===== src/rtl/fft_pkg.sv =====
// Shared FFT datapath defaults and the peak-tracker state encoding.
// Used by the peak finder, the magnitude stage and the tracker.
package fft_pkg;

  localparam int NSamplesDefault = 1024;
  localparam int WDefault        = 33;

  typedef enum logic [1:0] {
    SEARCH,
    CANDIDATE,
    LOCKED
  } trk_state_t;

endpackage


===== src/rtl/fft_bin_to_hz.sv =====
// Registered bin-to-frequency conversion: (k*FsHz)>>NBits, saturated to FreqBits.
// One cycle of latency; clear drops any conversion in flight.
module fft_bin_to_hz #(
  parameter int NBits    = 10,
  parameter int FsHz     = 48000,
  parameter int FreqBits = 16
) (
  input  logic                clk,
  input  logic                reset,
  input  logic                clear,
  input  logic [NBits-1:0]    bin_i,
  input  logic                valid_i,
  output logic [FreqBits-1:0] hz_o,
  output logic                valid_o
);

  localparam int PW = NBits + $clog2(FsHz + 1);
  localparam logic [PW-1:0] FsV   = PW'(FsHz);
  localparam logic [PW-1:0] MaxHz = PW'((64'd1 << FreqBits) - 64'd1);

  logic [PW-1:0]       prod;
  logic [PW-1:0]       shifted;
  logic [FreqBits-1:0] hz_d;
  logic [FreqBits-1:0] hz_q;
  logic                valid_q;

  assign prod    = PW'(bin_i) * FsV;
  assign shifted = prod >> NBits;
  assign hz_d    = (shifted > MaxHz) ? {FreqBits{1'b1}} : FreqBits'(shifted);

  // The last converted frequency is held between updates.
  always_ff @(posedge clk or negedge reset) begin
    if (!reset) begin
      hz_q    <= '0;
      valid_q <= 1'b0;
    end else if (clear) begin
      hz_q    <= '0;
      valid_q <= 1'b0;
    end else begin
      valid_q <= valid_i;
      if (valid_i) begin
        hz_q <= hz_d;
      end
    end
  end

  assign hz_o    = hz_q;
  assign valid_o = valid_q;

endmodule


===== src/rtl/fft_peak_tracker.sv =====
// Debounces per-frame FFT peaks into a stable locked bin and its frequency in Hz.
// Weak or out-of-band peaks are gated; lock needs agreeing frames and survives brief misses.
module fft_peak_tracker
  import fft_pkg::*;
#(
  parameter int NSamples   = NSamplesDefault,
  parameter int W          = WDefault,
  parameter int NBits      = $clog2(NSamples),
  parameter int FsHz       = 48000,
  parameter int FreqBits   = 16,
  parameter int MinBin     = 2,
  parameter int BinTol     = 2,
  parameter int LockFrames = 3,
  parameter int MissFrames = 4
) (
  input  logic                clk,
  input  logic                reset,
  input  logic                clear,
  input  logic [W-1:0]        threshold,
  input  logic [W-1:0]        peak,
  input  logic [NBits-1:0]    peak_k,
  input  logic                peak_valid,
  output logic                locked,
  output logic [NBits-1:0]    lock_bin,
  output logic [FreqBits-1:0] freq_hz,
  output logic                freq_valid
);

  localparam int NB1   = NBits + 1;
  localparam int CntW  = $clog2(LockFrames + 1);
  localparam int MissW = $clog2(MissFrames + 1);

  localparam logic [NBits:0]    MinBinV  = NB1'(MinBin);
  localparam logic [NBits:0]    HalfBinV = NB1'(NSamples / 2);
  localparam logic [NBits:0]    BinTolV  = NB1'(BinTol);
  localparam logic [CntW-1:0]   CntLast  = CntW'(LockFrames - 1);
  localparam logic [MissW-1:0]  MissLast = MissW'(MissFrames - 1);

  trk_state_t       state_q, state_d;
  logic [NBits-1:0] cand_q, cand_d;
  logic [NBits-1:0] lock_bin_q, lock_bin_d;
  logic [CntW-1:0]  cnt_q, cnt_d;
  logic [MissW-1:0] miss_q, miss_d;
  logic             upd_q, upd_d;
  logic             hit;
  logic             bad;

  // Extra bit keeps the absolute difference from wrapping.
  function automatic logic near(input logic [NBits-1:0] a, input logic [NBits-1:0] b);
    logic [NBits:0] diff;
    diff = (a >= b) ? ({1'b0, a} - {1'b0, b}) : ({1'b0, b} - {1'b0, a});
    return diff <= BinTolV;
  endfunction

  assign hit = peak_valid && (peak >= threshold) &&
               ({1'b0, peak_k} >= MinBinV) && ({1'b0, peak_k} < HalfBinV);
  assign bad = peak_valid && !hit;

  always_comb begin
    state_d    = state_q;
    cand_d     = cand_q;
    cnt_d      = cnt_q;
    miss_d     = miss_q;
    lock_bin_d = lock_bin_q;
    upd_d      = 1'b0;
    unique case (state_q)
      SEARCH: begin
        if (hit) begin
          cand_d = peak_k;
          cnt_d  = CntW'(1);
          if (LockFrames == 1) begin
            state_d    = LOCKED;
            lock_bin_d = peak_k;
            upd_d      = 1'b1;
            cnt_d      = '0;
            miss_d     = '0;
          end else begin
            state_d = CANDIDATE;
          end
        end
      end
      CANDIDATE: begin
        if (hit && near(peak_k, cand_q)) begin
          cand_d = peak_k;
          if (cnt_q == CntLast) begin
            state_d    = LOCKED;
            lock_bin_d = peak_k;
            upd_d      = 1'b1;
            cnt_d      = '0;
            miss_d     = '0;
          end else begin
            cnt_d = cnt_q + 1'b1;
          end
        end else if (hit) begin
          cand_d = peak_k;
          cnt_d  = CntW'(1);
        end else if (bad) begin
          state_d = SEARCH;
          cnt_d   = '0;
        end
      end
      LOCKED: begin
        // A far-off strong peak counts as a miss just like a weak one.
        if (hit && near(peak_k, lock_bin_q)) begin
          lock_bin_d = peak_k;
          miss_d     = '0;
          upd_d      = 1'b1;
        end else if (peak_valid) begin
          if (miss_q == MissLast) begin
            state_d = SEARCH;
            miss_d  = '0;
            cnt_d   = '0;
          end else begin
            miss_d = miss_q + 1'b1;
          end
        end
      end
      default: state_d = SEARCH;
    endcase
  end

  // Clear outranks a coincident frame, which is simply dropped.
  always_ff @(posedge clk or negedge reset) begin
    if (!reset) begin
      state_q    <= SEARCH;
      cand_q     <= '0;
      cnt_q      <= '0;
      miss_q     <= '0;
      lock_bin_q <= '0;
      upd_q      <= 1'b0;
    end else if (clear) begin
      state_q    <= SEARCH;
      cand_q     <= '0;
      cnt_q      <= '0;
      miss_q     <= '0;
      lock_bin_q <= '0;
      upd_q      <= 1'b0;
    end else begin
      state_q    <= state_d;
      cand_q     <= cand_d;
      cnt_q      <= cnt_d;
      miss_q     <= miss_d;
      lock_bin_q <= lock_bin_d;
      upd_q      <= upd_d;
    end
  end

  fft_bin_to_hz #(
    .NBits    (NBits),
    .FsHz     (FsHz),
    .FreqBits (FreqBits)
  ) u_bin_to_hz (
    .clk     (clk),
    .reset   (reset),
    .clear   (clear),
    .bin_i   (lock_bin_q),
    .valid_i (upd_q),
    .hz_o    (freq_hz),
    .valid_o (freq_valid)
  );

  assign locked   = (state_q == LOCKED);
  assign lock_bin = lock_bin_q;

endmodule


===== config.mk =====
export PLATFORM = sky130hd
export DESIGN_NAME = fft_peak_tracker
export DESIGN_NICKNAME = d
export VERILOG_FILES = /design/src/rtl/fft_pkg.sv /design/src/rtl/fft_bin_to_hz.sv /design/src/rtl/fft_peak_tracker.sv
export SDC_FILE = /design/constraint.sdc
export NUM_CORES = 1
export LEC_CHECK = 0
export CAP_MARGIN = 20
export CORE_ASPECT_RATIO = 0.6
export CORE_MARGIN = 1
export CORE_UTILIZATION = 32
export DETAILED_ROUTE_END_ITERATION = 8
export GPL_TIMING_DRIVEN = 0
export SLEW_MARGIN = 10
export SYNTH_ARGS = -nofsm -noshare
export SYNTH_HDL_FRONTEND = slang
export SYNTH_SLANG_ARGS = --single-unit

===== constraint.sdc =====
create_clock -name clk -period 10.62 [get_ports clk]
set_clock_uncertainty 0.1 [all_clocks]
set_input_delay 1.062 -clock clk [delete_from_list [all_inputs] [get_ports clk]]
set_output_delay 1.062 -clock clk [all_outputs]
set_load 0.01 [all_outputs]

==> results.sh, run 1 <==
export IMPL_critPathArrivalTime_ps=5460
export IMPL_coreArea_sq_um=21290
export IMPL_drt_iter0_drc=487
export IMPL_slew_headroom=0.4224
export IMPL_final_util=0.4056
export IMPL_detail_route_antenna_nets=0
export IMPL_final_min_clock_period_ps=5394
export IMPL_cp_max_fo=10
export IMPL_cts_tree="yes"
export IMPL_finalNetCount=1227
export IMPL_numCtsBuffers=5
export IMPL_mostFrequentLayoutCells="inv_1 (172), ha_1 (127), clkdlybuf4s50_1 (105)"
export IMPL_power_density_nw_per_um2=63.29
export IMPL_slew_violations=0
export IMPL_grt_pass1_vias=5986
export IMPL_place_congestion=0.8947
export IMPL_grt_setup_unrepaired="false"
export IMPL_hold_start="u_bin_to_hz.hz_o[5]$_DFFE_PN0P_"
export IMPL_status="finished, violations left"
export IMPL_max_cap_violations=0
export IMPL_io_buffers=106
export IMPL_end_kind="flop"
export IMPL_syn_nets=1113
export IMPL_netlist_area_sq_um=7037
export IMPL_grt_overflow=0
export IMPL_fill_cells=2137
export IMPL_violations="design-rule violations"
export IMPL_cts_root_buffer="clkbuf_16"
export IMPL_min_period_over_period=0.5079
export IMPL_reg2reg_from="lock_bin[5]$_DFFE_PN0P_"
export IMPL_cts_setup_buffers=0
export IMPL_die_h_um=116.9
export IMPL_synth_cell_types=71
export IMPL_synthArstFlopShare=1.000
export IMPL_drc=2
export IMPL_rows=41
export IMPL_synth_edf_count=0
export IMPL_final_common_cell="inv_1"
export IMPL_critical_path_required_ps=10690
export IMPL_post_place_ws_ps=5034
export IMPL_clk_path_buf_depth=2
export IMPL_critPathLaunchType="input pin"
export IMPL_synth_area_per_cell_sq_um=8.144
export IMPL_final_hold_violation_count=0
export IMPL_grt_pass1_wl_um=33330
export IMPL_clkTransAtPathRegs_ps=80
export IMPL_synthCells=864
export IMPL_vias=6281
export IMPL_avgRoutedWirePerCell_um=16.11
export IMPL_drtPass1Iterations=9
export IMPL_peakVddDrop_v=0.00006058
export IMPL_die_area_sq_um=22610
export IMPL_h_tree_depth=2
export IMPL_clk_latency_ps=310
export IMPL_p_leak_uw=0.004178
export IMPL_syn_to_final_growth_pct=22.71
export IMPL_drt_total_wl_um=20270
export IMPL_worst_pin_slew_ps=866.4
export IMPL_drive_gt1_frac=0.02962
export IMPL_via_per_inst=4.993
export IMPL_io_pins=108
export IMPL_die_width_um=193.4
export IMPL_ys_ff_latch=45
export IMPL_grt_usage=0.1878
export IMPL_hp_class="reg2reg"
export IMPL_crit_path_start="peak_k[4]"
export IMPL_dp_hpwl_um=16650
export IMPL_cts_resized=0
export IMPL_fin_setup_tns_ps=0
export IMPL_timing_fmax_ghz=0.1854
export IMPL_cts_sinks=45
export IMPL_grt_max_degree=31
export IMPL_finalSetupViolations=0
export IMPL_synth_seq_area_share=0.1600
export IMPL_criticalPathCategory="in2reg"
export IMPL_ys_warn_count=0
export IMPL_start_util=0.3305
export IMPL_antenna_found_initial=0
export IMPL_antennaDiodeCount=0
export IMPL_ys_flop_type="dfrtp_1"
export IMPL_cts_hold_buf=0
export IMPL_fin_ws_ps=5226
[where the power goes]
| group | total [uW] | switching (uW) | internal [uW] | leakage (uW) |
|---|---|---|---|---|
| Clock | 199 | 86.0 | 113 | 0.0000848 |
| Sequential | 176 | 2.56 | 174 | 0.000627 |
| Combinational | 171 | 94.3 | 76.4 | 0.00347 |
| Total | 546 | 183 | 364 | 0.00418 |
[registers in the layout, summed over array words and instances, names as in the netlist]
name,cells
miss_q,3
upd_q,1
cand_q,10
lock_bin,10
state_q,2
cnt_q,2
u_bin_to_hz.valid_o,1
u_bin_to_hz.hz_o,16
[final timing paths]
kind | endpoint | slack [ps] | cells past startpoint
max | lock_bin[6]$_DFFE_PN0P_ | 5230 | 14
min | u_bin_to_hz.hz_o[5]$_DFFE_PN0P_ | 420 | 2
max reg2reg | u_bin_to_hz.hz_o[15]$_DFFE_PN0P_ | 5310 | 19
min reg2reg | u_bin_to_hz.hz_o[5]$_DFFE_PN0P_ | 420 | 2
max in group asynchronous | u_bin_to_hz.hz_o[15]$_DFFE_PN0P_ | 9290 | 2
min in group asynchronous | cand_q[1]$_DFFE_PN0P_ | 590 | 1
[Yosys cell counts (all sizes together), types with 3 or more instances]
cell       n  area [sq um]
nand2     35         131.4
a31oi      3         18.77
nand2b     8         50.05
xor2       5         43.79
o2111ai    4         35.03
nor3b      4         30.03
mux2i     16         160.2
a21o      13         97.59
nand3     23         115.1
o21bai     5         37.54
dfrtp     45          1126
nor3      14         70.07
and2       3         18.77
nand4     10         62.56
a221oi     3         26.28
or2        3         18.77
and3       4         25.02
o21a       9         76.32
xnor2     15         131.4
ha       127          1589
or3        3         18.77
and4       3         26.28
buf        8         47.54
nor2b     10         62.56
a41oi      3         26.28
nor4       7         58.81
a211oi     8         60.06
fa        42         840.8
a32oi      4         35.03
inv      172         645.6
a21oi     79         395.4
o211ai    11         92.58
clkbuf    19         71.32
nor2      68         255.2
o21ai     41         205.2
[routing by layer]
layer	up-vias	global-route usage	part of all wire
met3	7	0.03954	0.073
met5	-	0	0
li1	3170	-	-
met1	2910	0.3012	0.55
met2	194	0.2563	0.37
met4	0	0.01920	0.0036
[cells by family (layout without fill, tap and decap cells)]
logic type | after synthesis | after routing | synth area share
AO/OA/AOI/OAI | 207 | 207 | 0.1872
buffers and inverters | 199 | 314 | 0.1086
XOR/XNOR | 20 | 20 | 0.02489
multiplexers | 16 | 16 | 0.02276
AND/OR/NAND/NOR | 208 | 208 | 0.1511
adder cells (fa/ha/maj) | 169 | 169 | 0.3453
flip-flops | 45 | 45 | 0.1600
[through the flow]
step,cells,hold WS [ps],area (sq um),total power (uW)
6_report,1258,424.8,8635,546.5
5_1_grt,1258,444.7,8635,577.3
4_1_cts,1258,429.0,8635,549.9
3_5_place_dp,1250,411.6,8462,348.0
3_3_place_gp,1249,407.0,8447,346.3
2_1_floorplan,864,406.1,7037,278.6
[critical path, cell delays in order]
cell,delay (ps)
clkdlybuf4s50_1,670
inv_1,140
ha_1,380
clkbuf_1,370
nand4_1,260
o41a_1,610
o21ai_0,310
o21ai_0,270
a22oi_1,370
and4_1,360
nor2_1,90
clkbuf_1,220
o21ai_0,230
a21oi_1,90
[cell type report]
cell class	count	area, sq um	area share
Tap cell	279	349.1	0.04043
Multi-Input combinational cell	620	5146	0.5960
Clock buffer	5	125.1	0.01449
Sequential cell	45	1126	0.1304
Clock inverter	3	47.55	0.005506
Buffer	27	118.9	0.01377
Inverter	172	645.6	0.07477
Timing Repair Buffer	107	1076	0.1246
(Power assumes the default switching activity.)
==> run 2: changes to the inputs <==
==> constraint.sdc (replaced) <==
create_clock -name clk -period 5.6 [get_ports clk]
set_clock_uncertainty 0.1 [all_clocks]
set_input_delay 0.56 -clock clk [delete_from_list [all_inputs] [get_ports clk]]
set_output_delay 0.56 -clock clk [all_outputs]
set_load 0.01 [all_outputs]
==> run 2 against run 1 <==
  * The run still ends with design-rule violations left
  * Utilization barely moved
  * Routed wire length rose by 0.14%
  * Non-clock buffer count did not move
  * Power rose by 90%
  * Cell area barely moved
  * Die area did not move
  * Register-to-register slack got worse by 4900 ps
  * Cell count did not move
  * Sequential cell count did not move
  * Worst hold slack got worse by 340 ps
  * Critical path type is now reg2reg
==> results.sh, run 2 (synthesis gave the netlist of run 1 again) <==
export IMPL_status="finished, violations left"
export IMPL_violations="design-rule violations"
export IMPL_syn_to_final_growth_pct=22.78
export IMPL_die_area_sq_um=22610
export IMPL_drt_total_wl_um=20290
export IMPL_vias=6301
export IMPL_cts_resized=0
export IMPL_finalNetCount=1227
export IMPL_rrSetupSlack_ps=420
export IMPL_fin_setup_tns_ps=0
export IMPL_cts_tree="yes"
export IMPL_die_h_um=116.9
export IMPL_mostFrequentLayoutCells="inv_1 (172), ha_1 (127), clkdlybuf4s50_1 (105)"
export IMPL_p_leak_uw=0.004171
export IMPL_timing_fmax_ghz=0.1932
export IMPL_avgRoutedWirePerCell_um=16.13
export IMPL_detail_route_antenna_nets=0
export IMPL_grt_overflow=0
export IMPL_critPathArrivalTime_ps=5290
export IMPL_power_density_nw_per_um2=120.0
export IMPL_drive_gt1_frac=0.03371
export IMPL_slew_violations=0
export IMPL_io_buffers=106
export IMPL_fill_cells=2136
export IMPL_start_util=0.3305
export IMPL_cp_max_fo=11
export IMPL_critPathLaunchType="flop"
export IMPL_timing_rr_end="u_bin_to_hz.hz_o[15]$_DFFE_PN0P_"
export IMPL_place_congestion=0.8947
export IMPL_via_per_inst=5.009
export IMPL_antennaDiodeCount=0
export IMPL_clk_path_buf_depth=2
export IMPL_criticalPathCategory="reg2reg"
export IMPL_rows=41
export IMPL_final_util=0.4058
export IMPL_die_width_um=193.4
export IMPL_critical_path_required_ps=5720
export IMPL_drc=2
export IMPL_finalSetupViolations=0
export IMPL_slew_headroom=0.4185
export IMPL_peakVddDrop_v=0.0001154
export IMPL_hp_class="in2async"
export IMPL_worst_pin_slew_ps=872.3
export IMPL_antenna_found_initial=0
export IMPL_post_place_ws_ps=406.8
export IMPL_largest_reg_flops=16
export IMPL_clk_latency_ps=310
export IMPL_h_tree_depth=2
export IMPL_cts_sinks=45
export IMPL_numCtsBuffers=5
export IMPL_io_pins=108
export IMPL_coreArea_sq_um=21290
export IMPL_final_hold_violation_count=0
export IMPL_dp_hpwl_um=16650
export IMPL_grt_usage=0.1878
export IMPL_fin_ws_ps=423.9
export IMPL_reg2reg_depth=19
export IMPL_drt_iter0_drc=488
export IMPL_drtPass1Iterations=9
export IMPL_cts_setup_buffers=0
export IMPL_final_min_clock_period_ps=5176
export IMPL_dpl_cell_count=1250
export IMPL_cts_root_buffer="clkbuf_16"
export IMPL_grt_max_degree=31
export IMPL_max_cap_violations=0
export IMPL_final_cells=1258
export IMPL_clkTransAtPathRegs_ps=80
export IMPL_grt_setup_unrepaired="false"
export IMPL_cts_hold_buf=0
export IMPL_min_period_over_period=0.9243
export IMPL_final_common_cell="inv_1"
export IMPL_reg2reg_from="lock_bin[4]$_DFFE_PN0P_"
export IMPL_grt_pass1_wl_um=33330
export IMPL_grt_pass1_vias=5986
export IMPL_end_kind="flop"
-- run 2: worst max-delay path by stage --
| stage | start | endpoint | slack (ps) | depth (start not counted) |
|---|---|---|---|---|
| 2_1_floorplan | lock_bin[5]$_DFFE_PN0P_ | u_bin_to_hz.hz_o[15]$_DFFE_PN0P_ | 1030 | 16 |
| 3_3_place_gp | lock_bin[5]$_DFFE_PN0P_ | u_bin_to_hz.hz_o[15]$_DFFE_PN0P_ | 400 | 16 |
| 3_5_place_dp | lock_bin[4]$_DFFE_PN0P_ | u_bin_to_hz.hz_o[15]$_DFFE_PN0P_ | 410 | 19 |
| 4_1_cts | lock_bin[4]$_DFFE_PN0P_ | u_bin_to_hz.hz_o[15]$_DFFE_PN0P_ | 340 | 19 |
| 5_1_grt | lock_bin[4]$_DFFE_PN0P_ | u_bin_to_hz.hz_o[15]$_DFFE_PN0P_ | 70 | 19 |
| 6_report | lock_bin[4]$_DFFE_PN0P_ | u_bin_to_hz.hz_o[15]$_DFFE_PN0P_ | 420 | 19 |
-- run 2: through the flow --
| step | hold WS [ps] | area, sq um | power (uW) |
|---|---|---|---|
| final | 84.30 | 8640 | 1037 |
| after CTS | 103.8 | 8635 | 1043 |
| after global routing | 119.8 | 8640 | 1095 |
| after detailed placement | 411.6 | 8462 | 659.9 |
| after floorplan | 164.4 | 7037 | 528.4 |
| after global placement | 407.0 | 8447 | 656.6 |
-- run 2: layout make-up --
| cell class | instances | area [sq um] | share of cell area |
|---|---|---|---|
| Tap cell | 279 | 349.1 | 0.04041 |
| Sequential cell | 45 | 1131 | 0.1309 |
| Buffer | 27 | 118.9 | 0.01376 |
| Clock inverter | 3 | 47.55 | 0.005503 |
| Inverter | 172 | 645.6 | 0.07473 |
| Timing Repair Buffer | 107 | 1076 | 0.1245 |
| Multi-Input combinational cell | 620 | 5146 | 0.5957 |
| Clock buffer | 5 | 125.1 | 0.01448 |
-- run 2: power breakdown --
group          total [uW]  internal (uW)  switching, uW  leakage [uW]
Combinational         324            145            179       0.00347
Clock                 378            215            163     0.0000848
Sequential            335            330           4.84      0.000620
-- run 2: layer usage --
| layer | part of all wire | global-route usage | vias up |
|---|---|---|---|
| met3 | 0.070 | 0.03954 | 7 |
| met1 | 0.55 | 0.3012 | 2931 |
| met4 | 0.0035 | 0.01920 | 0 |
| li1 | - | - | 3167 |
| met2 | 0.37 | 0.2563 | 196 |
| met5 | 0 | 0 | - |
-- run 2: critical path, cell delays in order, from the launching register on --
cell	delay, ps
dfrtp_2	540
fa_1	570
inv_1	50
fa_1	490
inv_1	40
ha_1	270
inv_1	50
fa_1	540
inv_1	50
ha_1	310
nor2b_1	150
o21ai_0	140
a21oi_1	350
o211ai_1	180
a21oi_1	310
nor2_1	90
a211o_1	290
o21ai_0	210
xor2_1	90
a211oi_1	240
==> run 3: changes to the inputs <==
--- a/config.mk
+++ b/config.mk
@@ -5,7 +5,7 @@
 export SDC_FILE = /design/constraint.sdc
 export NUM_CORES = 1
 export LEC_CHECK = 0
-export CAP_MARGIN = 20
+export CAP_MARGIN = 10
 export CORE_ASPECT_RATIO = 0.6
 export CORE_MARGIN = 1
 export CORE_UTILIZATION = 32
==> run 3 against run 2 <==
  * The run now ends clean
  * Combinational power is essentially flat
  * Worst hold slack lost 2.6 ps
  * Global-route usage shrank 0.056 points
  * Register-to-register slack is essentially flat
  * Setup slack gained 4.0 ps
  * Sequential share of layout area is essentially flat
  * Die area is the same
  * Clock power grew 1%
  * First-iteration DRC count grew 15%
  * Non-clock buffer count is the same
  * Power grew 0.35%
  * Utilization is essentially flat
  * Largest cell class unchanged
==> results.sh, run 3 (synthesis gave the netlist of run 1 again) <==
export IMPL_status="finished, final reports clean"
export IMPL_timing_fmax_ghz=0.1933
export IMPL_dpl_instance_area_sq_um=8462
export IMPL_cts_hold_buf=0
export IMPL_finalNetCount=1227
export IMPL_die_area_sq_um=22610
export IMPL_grt_pass1_wl_um=33210
export IMPL_grt_max_degree=31
export IMPL_clk_latency_ps=310
export IMPL_grt_setup_unrepaired="false"
export IMPL_hold_slack_ps=81.72
export IMPL_grt_overflow=0
export IMPL_cts_sinks=45
export IMPL_worst_pin_slew_ps=893.2
export IMPL_reg2reg_from="lock_bin[4]$_DFFE_PN0P_"
export IMPL_fin_setup_tns_ps=0
export IMPL_vias=6326
export IMPL_grt_usage=0.1872
export IMPL_critical_path_required_ps=5710
export IMPL_min_period_over_period=0.9236
export IMPL_place_congestion=0.8947
export IMPL_largest_reg_flops=16
export IMPL_slew_headroom=0.4045
export IMPL_drive_gt1_frac=0.03371
export IMPL_clkTransAtPathRegs_ps=80
export IMPL_clk_path_buf_depth=2
export IMPL_io_pins=108
export IMPL_dpl_cell_count=1250
export IMPL_dp_hpwl_um=16710
export IMPL_io_buffers=106
export IMPL_stdcell_area_sq_um=8642
export IMPL_antenna_found_initial=0
export IMPL_hp_class="in2async"
export IMPL_avgRoutedWirePerCell_um=16.13
export IMPL_final_common_cell="inv_1"
export IMPL_end_kind="flop"
export IMPL_cp_max_fo=11
export IMPL_rows=41
export IMPL_die_h_um=116.9
export IMPL_timing_rr_end="u_bin_to_hz.hz_o[15]$_DFFE_PN0P_"
export IMPL_final_cells=1258
export IMPL_criticalPathCategory="reg2reg"
export IMPL_drt_iter0_drc=559
export IMPL_drt_total_wl_um=20290
export IMPL_reg2reg_depth=19
export IMPL_final_hold_violation_count=0
export IMPL_rrSetupSlack_ps=430
export IMPL_slew_violations=0
export IMPL_antennaDiodeCount=0
export IMPL_grt_pass1_vias=5978
export IMPL_critPathLaunchType="flop"
export IMPL_h_tree_depth=2
export IMPL_drtPass1Iterations=7
export IMPL_fill_cells=2160
export IMPL_via_per_inst=5.029
export IMPL_cts_root_buffer="clkbuf_16"
export IMPL_post_place_ws_ps=405.4
export IMPL_die_width_um=193.4
export IMPL_detail_route_antenna_nets=0
export IMPL_mostFrequentLayoutCells="inv_1 (172), ha_1 (127), clkdlybuf4s50_1 (105)"
export IMPL_peakVddDrop_v=0.0001140
export IMPL_syn_to_final_growth_pct=22.81
export IMPL_start_util=0.3305
export IMPL_cts_setup_buffers=0
export IMPL_drc=0
export IMPL_coreArea_sq_um=21290
export IMPL_cts_tree="yes"
export IMPL_finalSetupViolations=0
export IMPL_max_cap_violations=0
export IMPL_numCtsBuffers=5
export IMPL_p_leak_uw=0.004172
export IMPL_fin_ws_ps=427.9
export IMPL_final_min_clock_period_ps=5172
export IMPL_critPathArrivalTime_ps=5290
export IMPL_power_density_nw_per_um2=120.4
run 3: cell types whose count changed in the layout (fill, tap and decap cells not counted), sizes merged:
| cell | before | now |
|---|---|---|
| clkinv | 0 | 1 |
| inv | 174 | 173 |
run 3: worst max-delay path by stage:
| stage | start | end | slack (ps) | cells past startpoint |
|---|---|---|---|---|
| final | lock_bin[4]$_DFFE_PN0P_ | u_bin_to_hz.hz_o[15]$_DFFE_PN0P_ | 430 | 19 |
| after global routing | lock_bin[4]$_DFFE_PN0P_ | u_bin_to_hz.hz_o[15]$_DFFE_PN0P_ | 50 | 19 |
| after CTS | lock_bin[4]$_DFFE_PN0P_ | u_bin_to_hz.hz_o[15]$_DFFE_PN0P_ | 340 | 19 |
| after detailed placement | lock_bin[4]$_DFFE_PN0P_ | u_bin_to_hz.hz_o[15]$_DFFE_PN0P_ | 410 | 19 |
| after global placement | lock_bin[5]$_DFFE_PN0P_ | u_bin_to_hz.hz_o[15]$_DFFE_PN0P_ | 400 | 16 |
| after floorplan | lock_bin[5]$_DFFE_PN0P_ | u_bin_to_hz.hz_o[15]$_DFFE_PN0P_ | 1030 | 16 |
run 3: where the power goes:
part | internal (uW) | leakage (uW) | switching [uW]
sequential | 330 | 0.000620 | 4.85
combinational | 145 | 0.00347 | 179
clock | 216 | 0.0000859 | 166
run 3: per-layer routing:
layer | share of wire | up-vias | track usage
met2 | 0.37 | 189 | 0.2553
met3 | 0.073 | 8 | 0.04900
li1 | - | 3175 | -
met4 | 0.0029 | 0 | 0.01440
met1 | 0.55 | 2954 | 0.2961
met5 | 0 | - | 0
run 3: timing repair:
| item | 4_1_cts | 5_1_grt |
|---|---|---|
| hold endpoints to repair | 0 | 0 |
| endpoints found under the setup margin | 0 | 1 |
| resized for setup | 0 | 4 |
run 3: area by class of cell:
type,instances,area [sq um],area share
Clock buffer,5,125.1,0.01448
Inverter,172,645.6,0.07471
Timing Repair Buffer,107,1076,0.1245
Tap cell,279,349.1,0.04039
Sequential cell,45,1131,0.1309
Buffer,27,118.9,0.01375
Multi-Input combinational cell,620,5146,0.5955
Clock inverter,3,50.05,0.005791
run 3: worst max-delay path, cell delays in order (launching register included):
cell and delay (ps):
dfrtp_2 540, fa_1 580, inv_1 50, fa_1 490
inv_1 40, ha_1 270, inv_1 50, fa_1 530
inv_1 40, ha_1 320, nor2b_1 160, o21ai_0 140
a21oi_1 340, o211ai_1 180, a21oi_1 310, nor2_1 90
a211o_1 290, o21ai_0 210, xor2_1 90, a211oi_1 240
run 3: metrics by stage:
step / total power (uW) / utilization
4_1_cts: 1045 / 0.4057
3_3_place_gp: 656.6 / 0.3968
3_5_place_dp: 660.1 / 0.3975
5_1_grt: 1096 / 0.4059
6_report: 1041 / 0.4059
2_1_floorplan: 528.4 / -
